--- src/rtl/if_id_register.sv ---
// IF/ID pipeline register with stall, flush and debug freeze controls.
// Optional stall/flush performance counters are built when IF_ID_PERF_CNT_EN is defined.
module if_id_register #(
    parameter int unsigned NB_PC    = 32,
    parameter int unsigned NB_INSTR = 32,
    parameter int unsigned NB_REG   = 5,
    parameter int unsigned NB_CNT   = 16
) (
    input  logic                         clk,
    input  logic                         rst,
    input  logic [NB_PC+NB_INSTR-1:0]    i_IF,
    input  logic                         i_IF_ID_write,
    input  logic                         i_flush,
    input  logic                         i_enable,
    output logic [NB_PC+NB_INSTR-1:0]    o_IF_ID,
    output logic [NB_REG-1:0]            o_rs,
    output logic [NB_REG-1:0]            o_rt,
`ifdef IF_ID_PERF_CNT_EN
    output logic [NB_CNT-1:0]            o_stall_cnt,
    output logic [NB_CNT-1:0]            o_flush_cnt,
`endif
    output logic                         o_valid
);

    localparam int unsigned NB_BUS = NB_PC + NB_INSTR;

    logic [NB_BUS-1:0] bus_q, bus_d;
    logic [NB_REG-1:0] rs_q, rs_d;
    logic [NB_REG-1:0] rt_q, rt_d;
    logic              valid_q, valid_d;

    logic do_flush;
    logic do_load;
    logic do_stall;

    // Freeze dominates everything, then flush, then the hazard unit's hold.
    assign do_flush = i_enable & i_flush;
    assign do_load  = i_enable & ~i_flush & i_IF_ID_write;
    assign do_stall = i_enable & ~i_flush & ~i_IF_ID_write;

    always_comb begin
        bus_d   = bus_q;
        rs_d    = rs_q;
        rt_d    = rt_q;
        valid_d = valid_q;
        if (do_flush) begin
            bus_d   = '0;
            rs_d    = '0;
            rt_d    = '0;
            valid_d = 1'b0;
        end else if (do_load) begin
            bus_d   = i_IF;
            rs_d    = i_IF[25:21];
            rt_d    = i_IF[20:16];
            valid_d = 1'b1;
        end
    end

    always_ff @(posedge clk or posedge rst) begin
        if (rst) begin
            bus_q   <= '0;
            rs_q    <= '0;
            rt_q    <= '0;
            valid_q <= 1'b0;
        end else begin
            bus_q   <= bus_d;
            rs_q    <= rs_d;
            rt_q    <= rt_d;
            valid_q <= valid_d;
        end
    end

    assign o_IF_ID = bus_q;
    assign o_rs    = rs_q;
    assign o_rt    = rt_q;
    assign o_valid = valid_q;

`ifdef IF_ID_PERF_CNT_EN
    logic [NB_CNT-1:0] stall_cnt_q, stall_cnt_d;
    logic [NB_CNT-1:0] flush_cnt_q, flush_cnt_d;

    // Saturating counters: stop at all-ones rather than wrapping.
    always_comb begin
        stall_cnt_d = stall_cnt_q;
        flush_cnt_d = flush_cnt_q;
        if (do_stall && (stall_cnt_q != '1)) begin
            stall_cnt_d = stall_cnt_q + NB_CNT'(1);
        end
        if (do_flush && (flush_cnt_q != '1)) begin
            flush_cnt_d = flush_cnt_q + NB_CNT'(1);
        end
    end

    always_ff @(posedge clk or posedge rst) begin
        if (rst) begin
            stall_cnt_q <= '0;
            flush_cnt_q <= '0;
        end else begin
            stall_cnt_q <= stall_cnt_d;
            flush_cnt_q <= flush_cnt_d;
        end
    end

    assign o_stall_cnt = stall_cnt_q;
    assign o_flush_cnt = flush_cnt_q;
`else
    logic unused_stall;
    assign unused_stall = do_stall;
`endif

endmodule

--- config.mk ---
export PLATFORM = sky130hd
export DESIGN_NAME = if_id_register
export DESIGN_NICKNAME = d
export VERILOG_FILES = /design/src/rtl/if_id_register.sv
export SDC_FILE = /design/constraint.sdc
export NUM_CORES = 1
export LEC_CHECK = 0
export CORE_MARGIN = 2
export CORE_UTILIZATION = 37
export CTS_BUF_LIST = sky130_fd_sc_hd__clkbuf_16
export DETAILED_ROUTE_END_ITERATION = 6
export PLACE_DENSITY = 0.76
export SLEW_MARGIN = 30
export SYNTH_ARGS = -nofsm -noshare
export SYNTH_HDL_FRONTEND = slang
export SYNTH_SLANG_ARGS = --single-unit
--- constraint.sdc ---
create_clock -name clk -period 2.23 [get_ports clk]
set_input_delay 0.5575 -clock clk [delete_from_list [all_inputs] [get_ports clk]]
set_output_delay 0.5575 -clock clk [all_outputs]
set_load 0.01 [all_outputs]
---- Word level (Yosys, flattened, before mapping) ----
Index checks and enable logic that the tools add are counted.
storage, ports and cells
  output and inout bits ................... 75
  register bits ........................... 75
  word-level logic and storage cells ...... 17
  bits of input ports ..................... 69
operators by class
  reductions and logical operators ........ 1
  multiplexer cells ....................... 8
  bitwise gates (word level) .............. 4
operators by type and width
  kind                count
  $mux W64            2
  $mux W5             4
  $and A1 B1 Y1       3
  $mux W1             2
  $reduce_bool A2 Y1  1
  $not A1 Y1          1

---- Longest topological paths before layout ----
Gate-level depths: netlist of the first run.
  depth in word-level cells ............... 5
  mapped depth ............................ 5
  mapped depth without buffers ............ 2

---- Worst setup path before layout of the first run ----
Ideal clock, no wire load.
  path type ............................... input -> register
  start ................................... in i_IF_ID_write
  end ..................................... reg bus_q[16], in the netlist o_IF_ID[16]
  library setup time ...................... 121 ps
  slack ................................... 774 ps
  path buffers ............................ 3
  arrival time ............................ 1,335 ps
  stages on the path ...................... 5
  data required time ...................... 2,109 ps
  cells stage by stage .................... buf_2 > and3b_1 > buf_6 > buf_6 > a22o_1
on the way
  cells in the longest elaborated chain, start to end .. 2
RTL lines
  element                              line  source
  start, declared                      12    input logic i_IF_ID_write,
  $and A1 B1 Y1                        38    assign do_load = i_enable & ~i_flush & i_IF_ID_write;
  $reduce_bool A2 Y1 (no source line)  --
  end signal, assigned                 66    bus_q <= bus_d;
  end, declared                        27    logic [NB_BUS-1:0] bus_q, bus_d;
No other way between the ends.
A chain may end at the register's enable or synchronous reset.

==> results of run 1 <==
sequential cells by signal, indices dropped and copies added, names as in the netlist:
| name | flops |
|---|---|
| o_IF_ID | 64 |
| o_valid | 1 |
routing by layer:
metal	track usage	part of all wire
met1	0.2262	0.44
met2	0.3030	0.48
met3	0.03915	0.070
met4	0.06429	0.011
met5	0	0
final timing paths:
path                                      endpoint  slack (ns)  cells after the start
max                                        o_rt[3]        0.41                      1
min                        o_IF_ID[33]$_DFFE_PP0P_        0.50                      1
max reg2reg                o_IF_ID[23]$_DFFE_PP0P_        1.49                      1
min reg2reg                o_IF_ID[33]$_DFFE_PP0P_        0.50                      1
max in group asynchronous  o_IF_ID[58]$_DFFE_PP0P_        1.31                      3
min in group asynchronous  o_IF_ID[32]$_DFFE_PP0P_        0.63                      3
layout by cell type, fill, tap and decap left out, drive strengths merged:
cell type / n
or2: 1
o21ai: 1
clkbuf: 9
dfrtp: 65
nand3: 31
inv: 32
o221ai: 31
nand2b: 31
clkinv: 3
clkinvlp: 1
bufinv: 3
and3b: 1
a21oi: 2
a22o: 33
buf: 13
clkdlybuf4s50: 141
where the power goes:
part / switching (uW) / internal (uW)
registers: 85.6 / 1290
clock network: 502 / 1090
logic: 311 / 450
total: 899 / 2830
cells by family (layout without fill, tap and decap cells):
logic type,count (synthesis),after routing,synth area share
buffers and inverters,68,202,0.1173
AOI/OAI and AO/OA,67,67,0.2455
and+or+nand+nor,64,64,0.1165
DFF,65,65,0.5206
layout make-up:
type | instances | area, sq um | area share
clock inverter | 7 | 118.9 | 0.02428
timing repair buffer | 154 | 1541 | 0.3149
clock buffer | 9 | 225.2 | 0.04601
sequential | 65 | 1627 | 0.3323
inverter | 32 | 120.1 | 0.02454
multi-input combinational | 131 | 1131 | 0.2311
tap | 105 | 131.4 | 0.02684
stage by stage:
step                std cells  utilization  total power [uW]
floorplan                 264            -              1742
finish                    503       0.5957              3733
global placement          487       0.5538              2148
global route              503       0.5957              3902
CTS                       503       0.5957              3784
detailed placement        487       0.5538              2169
cells in the mapped netlist:
cell,count
dfrtp_1,65
a22o_1,33
inv_1,32
nand2b_1,31
nand3_1,31
o221ai_2,30
buf_2,11
buf_4,10
buf_6,8
clkbuf_1,7
a21oi_1,2
and3b_1,1
o21ai_2,1
o221ai_1,1
or2_1,1
==> results.py, run 1 <==
metrics = {
    "place": {
        "pre_cts_ws_ns": 0.1658,
        "place_area_sq_um": 4551,
        "hpwlAfterDp_mm": 5.770,
        "portBuffers": 143,
        "globalplace.congestion": 0.7166,
    },
    "critical_path": {
        "max_stage_delay_ns": 0.57,
        "critPathMaxFanout": 3,
        "critPathLaunch": "o_IF_ID[19]$_DFFE_PP0P_",
        "slowest_stage": "clkdlybuf4s50_1",
        "worst_ep_required_time_ns": 1.67,
        "end_kind": "primary output",
        "startpoint_type": "flip-flop",
        "r2r-start": "o_IF_ID[23]$_DFFE_PP0P_",
        "critPathKind": "flip-flop to primary output",
        "critPathBufInv": 1,
        "critPathTopFamily": "buffers and inverters",
        "crit_chain": "clkdlybuf4s50_1",
        "arrival_ns": 1.27,
    },
    "floorplan": {
        "core_sq_um": 8217,
        "die_width_um": 95.89,
        "die_h_um": 95.89,
        "start_util": 0.3802,
        "rows": 33,
        "pin_count": 144,
        "die-area_sq_um": 9195,
    },
    "hold_path": {
        "hold_start": "o_IF_ID[33]$_DFFE_PP0P_",
        "hp-class": "flip-flop to flip-flop",
    },
    "routing": {
        "drc": 0,
        "vias": 2520,
        "drtAntennaViolNets": 0,
        "routedWlPerCell_um": 15.98,
        "vias_per_cell": 5.010,
        "dr.pass1.iters": 6,
        "wirelength_mm": 8.036,
        "drt_iter0_drc": 94,
    },
    "timing": {
        "rsz0062_at_grt": "no",
        "slew_headroom": 0.6658,
        "slew_viol_final": 0,
        "tns_ns": 0,
        "fin_ws_ns": 0.4073,
        "worst_pin_slew_ns": 0.5012,
        "finalClockSkew_ns": 0,
        "fin_crit_ns": 1.823,
        "finalCritPeriodShare": 0.8173,
        "holdWs_ns": 0.4976,
        "finalSetupViolCount": 0,
        "max_freq_ghz": 0.5486,
        "hold_viol": 0,
    },
    "synthesis": {
        "yosys_warnings": 0,
        "ys_seq_area_frac": 0.5206,
        "avgSynthCellArea_sq_um": 11.83,
        "synth.net_count": 333,
        "yosys.area.top_type": "dfrtp_1",
        "synth-seq-cells": 65,
        "synth_cells": 264,
        "syn_area_sq_um": 3124,
        "synth_top_area_share": 0.5206,
        "ys_types": 15,
        "synth_area_leaders": "dfrtp_1, o221ai_2, a22o_1",
    },
    "clocking": {
        "clock-sinks": 65,
        "cts_resized": 0,
        "clk_path_buf_depth": 2,
        "postCtsHoldBufs": 0,
        "cts_setup_buffers": 0,
        "numCtsBuffers": 9,
        "cts_root_buffer": "clkbuf_16",
        "clock_latency_ns": 0.31,
        "h-tree-depth": 3,
        "clkTransAtPathRegs_ns": 0.06,
        "cts_tree": "done",
    },
    "cells_and_area": {
        "nNetsFinal": 462,
        "syn2layout_area_growth_pct": 56.67,
        "fillCellCount": 664,
        "drive_above_1_share": 0.1533,
        "diodes": 0,
        "design_area_sq_um": 4895,
    },
    "outcome": {
        "status": "finished, final reports clean",
    },
    "power_and_ir_drop": {
        "leakage_uw": 0.002005,
        "ir_drop_uv": 382.5,
        "power_density_nw_per_um2": 762.6,
    },
    "grt": {
        "antenna_found_initial": 0,
        "grt_use_total": 0.1794,
        "grt_start_max_net_pins": 66,
        "grt_pass1_wl_mm": 12.77,
        "grt_overflow_total": 0,
        "grt_pass1_vias": 2557,
    },
    "job": {
        "cap_violations": 0,
    },
}
(Power assumes the default switching activity.)
==> run 2: changes to the inputs <==
- clock period: 2.23 -> 1.6 ns (I/O delays scaled with it)
==> run 2 against run 1 <==
Net effect: clock power grew 21%; sequential share of layout area up 0.42 points; via count grew 0.71%; worst setup slack worse by 0.24 ns; first-iteration DRC count decreased by 6.4%; global-route usage down 0.45 points; register-to-register slack worse by 0.61 ns; critical path depth stayed put; sequential cell count is the same; total power increased by 28%; core utilization is 0.75 points lower; largest power group unchanged; highest routed layer unchanged.
==> results.py, run 2 (synthesized netlist as in run 1, its figures left out) <==
metrics = {
    "outcome": {
        "status": "finished, final reports clean",
    },
    "clocking": {
        "clock_latency_ns": 0.31,
        "clkTransAtPathRegs_ns": 0.05,
        "clock-sinks": 65,
        "cts_root_buffer": "clkbuf_16",
        "cts_setup_buffers": 0,
        "cts_tree": "done",
        "clk_path_buf_depth": 2,
        "numCtsBuffers": 9,
        "h-tree-depth": 3,
    },
    "cells_and_area": {
        "drive_above_1_share": 0.1638,
        "largest_reg_flops": 64,
        "final_cells": 508,
        "seq_area_sq_um": 1627,
        "fillCellCount": 719,
        "nNetsFinal": 467,
        "syn2layout_area_growth_pct": 54.71,
        "diodes": 0,
        "layout_common_cells": "dlygate4sd2_1, clkdlybuf4s50_1, dfrtp_1",
        "multiInputGateArea_sq_um": 1131,
        "final_common_cell": "dlygate4sd2_1",
    },
    "floorplan": {
        "rows": 33,
        "start_util": 0.3802,
        "die-area_sq_um": 9195,
        "core_sq_um": 8217,
        "pin_count": 144,
        "die_h_um": 95.89,
        "die_width_um": 95.89,
    },
    "critical_path": {
        "critPathKind": "flip-flop to primary output",
        "startpoint_type": "flip-flop",
        "r2r-start": "o_IF_ID[2]$_DFFE_PP0P_",
        "end_kind": "primary output",
        "critPathBufInv": 1,
        "critPathLaunch": "o_IF_ID[4]$_DFFE_PP0P_",
        "worst_ep_required_time_ns": 1.20,
        "critPathTopFamily": "flip-flops",
        "critPathMaxFanout": 3,
        "slowest_stage": "dfrtp_1",
        "arrival_ns": 1.03,
        "crit_chain": "dlygate4sd2_1",
        "max_stage_delay_ns": 0.40,
    },
    "timing": {
        "slew_viol_final": 0,
        "max_freq_ghz": 0.6985,
        "fin_crit_ns": 1.432,
        "worst_pin_slew_ns": 0.5065,
        "rsz0062_at_grt": "no",
        "hold_viol": 0,
        "fin_ws_ns": 0.1683,
        "finalClockSkew_ns": 0,
        "tns_ns": 0,
        "slew_headroom": 0.6624,
        "finalCritPeriodShare": 0.8948,
        "holdWs_ns": 0.3406,
        "finalSetupViolCount": 0,
    },
    "hold_path": {
        "hold_start": "i_flush",
        "hp-class": "input pin to flip-flop",
    },
    "place": {
        "pre_cts_ws_ns": -0.1212,
        "hpwlAfterDp_mm": 5.859,
        "dp_cells": 492,
        "portBuffers": 143,
        "globalplace.congestion": 0.6947,
    },
    "grt": {
        "grt_start_max_net_pins": 43,
        "grt_overflow_total": 0,
        "grt_pass1_wl_mm": 12.32,
        "grt_use_total": 0.1749,
        "antenna_found_initial": 0,
        "grt_pass1_vias": 2532,
    },
    "routing": {
        "drt_iter0_drc": 88,
        "vias": 2538,
        "drc": 0,
        "routedWlPerCell_um": 15.96,
        "vias_per_cell": 4.996,
        "drtAntennaViolNets": 0,
        "wirelength_mm": 8.110,
        "dr.pass1.iters": 4,
    },
    "power_and_ir_drop": {
        "leakage_uw": 0.002362,
        "ir_drop_uv": 552.9,
        "power_density_nw_per_um2": 990.7,
        "power_uw": 4789,
    },
    "job": {
        "cap_violations": 0,
    },
}
[run 2: timing repair]
action	in CTS	in global routing
gates cloned	0	0
setup endpoints to repair	68	7
resized for setup	68	7
hold buffers	0	0
[run 2: layer usage]
metal,GRT usage,up-vias,share of wire
met5,0,-,0
met3,0.03446,6,0.066
met2,0.2949,99,0.49
met4,0.05833,0,0.011
met1,0.2252,1232,0.44
li1,-,1201,-
[run 2: path summary, 6_finish.rpt]
| path | endpoint | cells past startpoint | slack (ns) |
|---|---|---|---|
| max in group asynchronous | o_IF_ID[25]$_DFFE_PP0P_ | 3 | 0.85 |
| min | o_valid$_DFFE_PP0P_ | 2 | 0.34 |
| max reg2reg | o_IF_ID[2]$_DFFE_PP0P_ | 2 | 0.88 |
| min reg2reg | o_IF_ID[42]$_DFFE_PP0P_ | 1 | 0.49 |
| max | o_IF_ID[4] | 1 | 0.17 |
| min in group asynchronous | o_IF_ID[45]$_DFFE_PP0P_ | 3 | 0.49 |
[run 2: through the flow]
stage	area, sq um	util
6_report	4833	0.5882
5_1_grt	4833	0.5882
4_1_cts	4816	0.5861
3_5_place_dp	4604	0.5604
3_3_place_gp	4604	0.5604
2_1_floorplan	3128	-
[run 2: report_power, final]
| part | switching [uW] | internal, uW | total, uW |
|---|---|---|---|
| registers | 108 | 1800 | 1910 |
| logic | 442 | 521 | 963 |
| clock network | 714 | 1200 | 1920 |
[run 2: layout make-up]
cell class / count / share of cell area
sequential: 65 / 0.3365
timing repair buffer: 159 / 0.3153
multi-input combinational: 131 / 0.2340
clock buffer: 9 / 0.04660
tap: 105 / 0.02718
inverter: 32 / 0.02563
clock inverter: 7 / 0.01476
==> run 3: changes to the inputs <==
- CORE_ASPECT_RATIO: not set -> 1.1
==> run 3 against run 2 <==
Net effect: design area up 1.2%; total power is 6.8% higher; sequential share of layout area is 0.39 points lower; register-to-register slack about the same; clock skew stayed put; first-iteration DRC count up 72%; via count up 2.0%; largest power group unchanged.
==> results.py, run 3 (synthesized netlist as in run 1, its figures left out) <==
metrics = {
    "critical_path": {
        "critPathKind": "flip-flop to primary output",
        "arrival_ns": 1.03,
        "max_stage_delay_ns": 0.40,
        "crit_chain": "dlygate4sd2_1",
        "slowest_stage": "dfrtp_1",
        "end_kind": "primary output",
        "critPathTopFamily": "flip-flops",
        "critPathMaxFanout": 3,
        "critPathBufInv": 1,
        "worst_ep_required_time_ns": 1.20,
        "startpoint_type": "flip-flop",
    },
    "hold_path": {
        "hp-class": "input pin to asynchronous set/reset pin",
    },
    "clocking": {
        "clock-sinks": 65,
        "numCtsBuffers": 9,
        "clock_latency_ns": 0.32,
        "clkTransAtPathRegs_ns": 0.06,
        "cts_setup_buffers": 0,
        "cts_root_buffer": "clkbuf_16",
        "h-tree-depth": 3,
        "cts_tree": "done",
        "clk_path_buf_depth": 2,
    },
    "floorplan": {
        "rows": 35,
        "pin_count": 144,
        "die-area_sq_um": 9196,
        "start_util": 0.3775,
        "die_h_um": 100.4,
        "core_sq_um": 8277,
        "die_width_um": 91.62,
    },
    "timing": {
        "hold_viol": 0,
        "finalClockSkew_ns": 0,
        "rsz0062_at_grt": "no",
        "worst_pin_slew_ns": 0.3512,
        "slew_headroom": 0.7658,
        "finalSetupViolCount": 0,
        "slew_viol_final": 0,
        "fin_crit_ns": 1.427,
        "finalCritPeriodShare": 0.8921,
        "max_freq_ghz": 0.7006,
    },
    "job": {
        "cap_violations": 0,
    },
    "cells_and_area": {
        "diodes": 0,
        "largest_reg_flops": 64,
        "syn2layout_area_growth_pct": 56.51,
        "nNetsFinal": 468,
        "fillCellCount": 723,
        "seq_area_sq_um": 1627,
        "layout_common_cells": "dlygate4sd2_1, clkdlybuf4s50_1, dfrtp_1",
        "final_util": 0.5908,
        "drive_above_1_share": 0.1658,
        "final_common_cell": "dlygate4sd2_1",
        "design_area_sq_um": 4890,
        "multiInputGateArea_sq_um": 1131,
    },
    "routing": {
        "dr.pass1.iters": 4,
        "routedWlPerCell_um": 15.87,
        "drc": 0,
        "vias_per_cell": 5.029,
        "drt_iter0_drc": 151,
        "wirelength_mm": 8.173,
        "vias": 2590,
        "drtAntennaViolNets": 0,
    },
    "grt": {
        "antenna_found_initial": 1,
        "grt_overflow_total": 0,
        "grt_use_total": 0.1908,
        "grt_pass1_wl_mm": 13.86,
        "grt_pass1_vias": 2692,
        "grt_start_max_net_pins": 40,
    },
    "place": {
        "place_area_sq_um": 4632,
        "globalplace.congestion": 0.7306,
        "portBuffers": 143,
        "hpwlAfterDp_mm": 5.723,
    },
    "power_and_ir_drop": {
        "leakage_uw": 0.002336,
        "power_density_nw_per_um2": 1046,
        "ir_drop_uv": 524.0,
    },
    "outcome": {
        "status": "finished, final reports clean",
    },
}
run 3: changes by cell type in the layout (fill, tap and decap cells not counted), sizes merged:
cell / before / now
clkinv: 4 / 3
dlygate4sd2: 68 / 73
bufinv: 1 / 3
clkinvlp: 3 / 2
buf: 18 / 19
dlymetal6s2s: 7 / 2
run 3: final timing paths:
path / from / endpoint / slack, ns / depth (start not counted)
max in group asynchronous: rst / o_IF_ID[10]$_DFFE_PP0P_ / 0.78 / 3
min in group clk: o_IF_ID[14]$_DFFE_PP0P_ / o_IF_ID[14]$_DFFE_PP0P_ / 0.49 / 1
worst min register to register: o_IF_ID[14]$_DFFE_PP0P_ / o_IF_ID[14]$_DFFE_PP0P_ / 0.48 / 1
worst max-delay path: o_IF_ID[2]$_DFFE_PP0P_ / o_IF_ID[2] / 0.17 / 1
worst min-delay path: rst / o_IF_ID[29]$_DFFE_PP0P_ / 0.48 / 3
worst max register to register: o_IF_ID[37]$_DFFE_PP0P_ / o_IF_ID[37]$_DFFE_PP0P_ / 0.87 / 1
run 3: what timing repair did:
action	CTS	global route
setup endpoints to repair	73	2
hold buffers	0	0
gates resized for setup	73	2
hold endpoints to repair	0	0
run 3: routing by layer:
metal / track usage / vias up / share of wire
li1: - / 1200 / -
met1: 0.2435 / 1253 / 0.43
met2: 0.3117 / 118 / 0.48
met3: 0.05255 / 17 / 0.072
met4: 0.06993 / 2 / 0.021
met5: 0 / - / 0.0012
run 3: area by class of cell:
cell class | instances | share of cell area
inverters | 32 | 0.02533
repair buffers | 160 | 0.3119
multi-input cells | 131 | 0.2313
clock buffers | 9 | 0.04606
clock inverters | 7 | 0.02431
flip-flops and latches | 65 | 0.3327
well taps | 111 | 0.02840
run 3: where the power goes:
part	switching [uW]	internal, uW
combinational	441	521
sequential	111	1800
clock	720	1520
run 3: metrics by stage:
step	TNS [ns]	setup slack, ns	hold slack [ns]	cells	power [uW]
finish	0	0.1727	0.4849	515	5116
global route	0	0.1315	0.5090	515	5357
CTS	0	0.0003508	0.4947	515	5182
detailed placement	-2.587	-0.05275	0.4866	499	3040
global placement	-1.898	-0.04116	0.4831	499	3016
floorplan	0	0.3011	0.5326	264	2429
